[src/rtl/writeback_stage.sv]
// Write-back stage: merges load responses and ALU results into one register-file write per cycle.
// Loads always win; ALU results that collide with a load wait in a small in-order queue.
module writeback_stage #(
    parameter int unsigned QUEUE_DEPTH = 2,
    parameter int unsigned XLEN        = 32
) (
    input  logic                           clk_i,
    input  logic                           rst_i,
    input  logic                           alu_valid_i,
    output logic                           alu_ready_o,
    input  logic                           alu_reg_write_i,
    input  logic [4:0]                     alu_rd_i,
    input  logic [XLEN-1:0]                alu_result_i,
    input  logic                           ld_valid_i,
    input  logic [4:0]                     ld_rd_i,
    input  logic [2:0]                     ld_funct3_i,
    input  logic [1:0]                     ld_addr_low_i,
    input  logic [XLEN-1:0]                ld_data_i,
    output logic                           reg_write_wb_o,
    output logic [4:0]                     reg_rd_wb_o,
    output logic [XLEN-1:0]                reg_rd_data_wb_o,
    output logic                           load_fault_o,
    output logic [$clog2(QUEUE_DEPTH):0]   queue_count_o
);

    localparam int unsigned PW = $clog2(QUEUE_DEPTH);
    localparam int unsigned CW = PW + 1;

    logic [PW-1:0]   head_q, tail_q;
    logic [CW-1:0]   count_q;
    logic [4:0]      q_rd   [QUEUE_DEPTH];
    logic [XLEN-1:0] q_data [QUEUE_DEPTH];

    logic            alu_take, deq, direct, enq;
    logic [7:0]      ld_byte;
    logic [15:0]     ld_half;
    logic [XLEN-1:0] ld_ext;
    logic            ld_fault;
    logic            wr_d, fault_d;
    logic [4:0]      rd_d;
    logic [XLEN-1:0] data_d;

    assign alu_ready_o   = count_q < CW'(QUEUE_DEPTH);
    assign queue_count_o = count_q;

    // Writes without reg_write were never scoreboarded, so they are consumed silently.
    assign alu_take = alu_valid_i & alu_ready_o & alu_reg_write_i;
    assign deq      = !ld_valid_i && (count_q != '0);
    assign direct   = !ld_valid_i && (count_q == '0) && alu_take;
    assign enq      = alu_take && !direct;

    always_comb begin
        ld_byte  = 8'(ld_data_i >> {ld_addr_low_i, 3'b000});
        ld_half  = 16'(ld_data_i >> {ld_addr_low_i[1], 4'b0000});
        ld_ext   = '0;
        ld_fault = 1'b0;
        unique case (ld_funct3_i)
            3'b000: ld_ext = {{(XLEN-8){ld_byte[7]}}, ld_byte};
            3'b100: ld_ext = {{(XLEN-8){1'b0}}, ld_byte};
            3'b001: begin
                ld_ext   = {{(XLEN-16){ld_half[15]}}, ld_half};
                ld_fault = ld_addr_low_i[0];
            end
            3'b101: begin
                ld_ext   = {{(XLEN-16){1'b0}}, ld_half};
                ld_fault = ld_addr_low_i[0];
            end
            3'b010: begin
                ld_ext   = ld_data_i;
                ld_fault = (ld_addr_low_i != 2'b00);
            end
            default: ld_fault = 1'b1;
        endcase
        // A faulting load still writes (zero) so the pending-write counter drains.
        if (ld_fault) ld_ext = '0;
    end

    always_comb begin
        wr_d    = 1'b0;
        rd_d    = '0;
        data_d  = '0;
        fault_d = 1'b0;
        if (ld_valid_i) begin
            wr_d    = 1'b1;
            rd_d    = ld_rd_i;
            data_d  = ld_ext;
            fault_d = ld_fault;
        end else if (deq) begin
            wr_d   = 1'b1;
            rd_d   = q_rd[head_q];
            data_d = q_data[head_q];
        end else if (direct) begin
            wr_d   = 1'b1;
            rd_d   = alu_rd_i;
            data_d = alu_result_i;
        end
    end

    always_ff @(posedge clk_i or negedge rst_i) begin
        if (!rst_i) begin
            head_q           <= '0;
            tail_q           <= '0;
            count_q          <= '0;
            reg_write_wb_o   <= 1'b0;
            reg_rd_wb_o      <= '0;
            reg_rd_data_wb_o <= '0;
            load_fault_o     <= 1'b0;
        end else begin
            if (deq) head_q <= head_q + PW'(1);
            if (enq) tail_q <= tail_q + PW'(1);
            count_q          <= count_q + CW'(enq) - CW'(deq);
            reg_write_wb_o   <= wr_d;
            reg_rd_wb_o      <= rd_d;
            reg_rd_data_wb_o <= data_d;
            load_fault_o     <= fault_d;
        end
    end

    always_ff @(posedge clk_i) begin
        if (enq) begin
            q_rd[tail_q]   <= alu_rd_i;
            q_data[tail_q] <= alu_result_i;
        end
    end

endmodule
[config.mk]
export PLATFORM = sky130hd
export DESIGN_NAME = writeback_stage
export DESIGN_NICKNAME = d
export VERILOG_FILES = /design/src/rtl/writeback_stage.sv
export SDC_FILE = /design/constraint.sdc
export NUM_CORES = 1
export LEC_CHECK = 0
export BUFFER_PORTS_ARGS = -buffer_cell sky130_fd_sc_hd__buf_4
export CORE_UTILIZATION = 53
export CTS_BUF_LIST = sky130_fd_sc_hd__clkbuf_8 sky130_fd_sc_hd__clkbuf_16
export DETAILED_ROUTE_END_ITERATION = 8
export HOLD_SLACK_MARGIN = 0.1
export PLACE_DENSITY = 0.79
export SLEW_MARGIN = 20
export SYNTH_ARGS = -nofsm -noshare
export SYNTH_HDL_FRONTEND = slang
export SYNTH_SLANG_ARGS = --single-unit
[constraint.sdc]
create_clock -name clk_i -period 3.5 [get_ports clk_i]
set_input_delay 0.175 -clock clk_i [delete_from_list [all_inputs] [get_ports clk_i]]
set_output_delay 0.175 -clock clk_i [all_outputs]
set_load 0.02 [all_outputs]
==> impl_metrics.json <==
{
  "outcome": "finished, final reports clean",
  "regArea_um2": 3299,
  "die_h_um": 100.7,
  "syn_nets": 440,
  "cts.clk_slew.worst_paths_ns": 0.06,
  "hold_start": "ld_data_i[3]",
  "setup_viol": 0,
  "hpwl_mm": 8.711,
  "nFillCells": 499,
  "grt_pass1_vias": 4180,
  "hp-class": "input pin to flip-flop",
  "finalSetupTns_ns": 0,
  "maxSlewViolCount": 0,
  "syn_inst": 354,
  "cp-startpoint": "queue_count_o[1]",
  "worstSetupPathType": "flip-flop to flip-flop",
  "hold_viol_final": 0,
  "multi_input_area_um2": 1683,
  "ys_warn_count": 0,
  "htree_levels": 4,
  "start_util": 0.5535,
  "final.min_clock_period_ns": 2.491,
  "die_w_um": 100.7,
  "gp_congestion": 0.8415,
  "dpl.cell_count": 589,
  "rows": 35,
  "synth_edf_count": 74,
  "period_share": 0.7117,
  "postSynthAreaPerCell_um2": 14.58,
  "final_cell_area_um2": 7471,
  "numCtsBuffers": 17,
  "final_cells": 695,
  "arrival_ns": 2.93,
  "cts_resized": 0,
  "areaGrowthSynthToFinish_pct": 44.72,
  "hold_ws_ns": 0.1260,
  "globalRouteTotalUtil": 0.3044,
  "clock_path_buffers": 2,
  "viasPerCell": 5.852,
  "clock.fmax_mhz": 401.4,
  "core_um2": 9328,
  "grt_pass1_wl_mm": 22.37,
  "relSlewSlack": 0.3832,
  "clock-sinks": 117,
  "yosysUniqueCellTypes": 39,
  "cp.required_ns": 3.94,
  "endpoint_kind": "flip-flop",
  "drc": 0,
  "grt_max_degree": 44,
  "fin_util": 0.8009,
  "firstDrtPassIters": 5,
  "tritoncts": "built",
  "async_flop_share": 0.3675,
  "gr-total-overflow": 0,
  "p_per_area_nw_per_um2": 650.4,
  "power_leakage_nw": 3.033,
  "dieArea_um2": 10140,
  "reg2reg_from": "queue_count_o[1]",
  "antenna_found_initial": 1,
  "detail-route-antenna-nets": 0,
  "portBuffers": 125,
  "ios": 126,
  "worstMarginPinSlew_ns": 0.9252,
  "nNetsFinal": 639,
  "start_kind": "flip-flop",
  "wirelength_mm": 14.58,
  "synth_area_um2": 5162,
  "drv_cap": 0,
  "ys_ff_latch": 117,
  "dpl_cell_area_um2": 6168,
  "drive_gt1_frac": 0.3628,
  "cp_max_fo": 24,
  "irDropWorstVdd_v": 0.0003824,
  "clock_skew_ns": 0.009154,
  "synth_ff_type": "edfxtp_1",
  "detail_route.iter0.violations": 284,
  "wl_per_cell_um": 20.98,
  "rsz0062_at_grt": "false",
  "ys_seq_area_frac": 0.6389,
  "cts_root_buf": "clkbuf_8",
  "clock_latency_ns": 0.53,
  "vias": 4067
}
-- cells in the final DEF, fill, tap and decap left out, types with 11 or more instances in the layout --
cell type,n
buf_4,131
dlygate4sd3_1,73
inv_1,13
mux2i_1,32
mux2_2,22
nand2_1,25
o221ai_1,11
a21oi_1,32
o221ai_2,11
dfrtp_1,42
a221oi_1,12
clkbuf_16,16
edfxtp_1,74
-- cell usage after synthesis (all sizes together) (2+ instances only) --
cell type | count | area, um2
dfrtp | 43 | 1076
buf | 18 | 128.9
nor4 | 2 | 42.54
or3 | 2 | 17.52
xnor2 | 4 | 35.03
nor2 | 4 | 15.01
nand2 | 26 | 100.1
a21oi | 32 | 160.2
a221oi | 12 | 105.1
mux2 | 22 | 247.7
nor2b | 2 | 12.51
edfxtp | 74 | 2222
nor3b | 2 | 26.28
mux2i | 32 | 320.3
nand2b | 2 | 12.51
a221o | 9 | 90.09
a22oi | 7 | 52.55
o221ai | 22 | 261.5
nor3 | 9 | 45.04
or2 | 2 | 12.51
o21ai | 2 | 13.76
inv | 11 | 41.29
clkbuf | 7 | 26.28
ha | 2 | 25.02
-- what timing repair did --
| action | 4_1_cts | 5_1_grt |
|---|---|---|
| hold buffers | 73 | 0 |
| buffers inserted | 0 | 0 |
| endpoints found under the hold margin | 156 | 0 |
-- cell families after synthesis --
group / share of synthesized area
fa+ha+maj: 0.004847
buf+inv: 0.03805
simple gates: 0.05599
flops: 0.6389
xor+xnor: 0.006786
mux: 0.1144
compound gates: 0.1411
-- registers in the layout (all words and copies together), names as in the netlist --
name and cells:
head_q 1, q_rd 10, tail_q 1, reg_rd_data_wb_o 32, reg_rd_wb_o 5, queue_count_o 2
q_data 64, load_fault_o 1, reg_write_wb_o 1
-- through the flow --
| step | total power [mW] | setup slack [ns] |
|---|---|---|
| floorplan | 2.633 | 0.4021 |
| global placement | 3.091 | 1.198 |
| detailed placement | 3.133 | 1.090 |
| CTS | 4.828 | 0.9769 |
| global route | 5.043 | 0.8808 |
| finish | 4.859 | 1.009 |
-- per-layer routing --
| layer | global-route usage | wire length (um) | vias to the layer above |
|---|---|---|---|
| met4 | 0.1639 | 500 | 0 |
| met2 | 0.4947 | 7483 | 208 |
| met3 | 0.07004 | 919 | 45 |
| met5 | 0 | 0 | - |
| li1 | - | - | 1791 |
| met1 | 0.3810 | 5678 | 2023 |
-- critical path, cell delays in order (launching register included) --
cell,delay [ns]
dfrtp_1,0.47
or2_1,0.37
nand2_1,0.11
buf_4,0.34
inv_2,0.19
ha_1,0.31
inv_1,0.04
ha_1,0.18
xnor2_1,0.21
xnor2_1,0.17
-- where the power goes --
group / internal (mW) / switching [mW] / total (mW)
Sequential: 1.71 / 0.176 / 1.89
Combinational: 0.650 / 0.694 / 1.34
Clock: 1.03 / 0.597 / 1.63
Total: 3.39 / 1.47 / 4.86
-- worst paths after layout --
kind | to | slack (ns) | cells past startpoint
worst max-delay path | queue_count_o[1] | 1.01 | 9
worst min-delay path | reg_rd_data_wb_o[3] | 0.13 | 3
worst max register to register | queue_count_o[1] | 1.01 | 9
worst min register to register | reg_rd_data_wb_o[27] | 0.57 | 2
max in group asynchronous | head_q | 2.84 | 2
min in group asynchronous | reg_rd_data_wb_o[8] | 0.21 | 2
-- layout make-up --
class | count | share of cell area
clock buffers | 19 | 0.05912
repair buffers | 205 | 0.2309
inverters | 11 | 0.005527
multi-input cells | 201 | 0.2253
well taps | 129 | 0.02160
clock inverters | 12 | 0.01558
flip-flops and latches | 117 | 0.4416
diodes | 1 | 0.0003350
No activity file was read; power rests on OpenSTA's default activity.
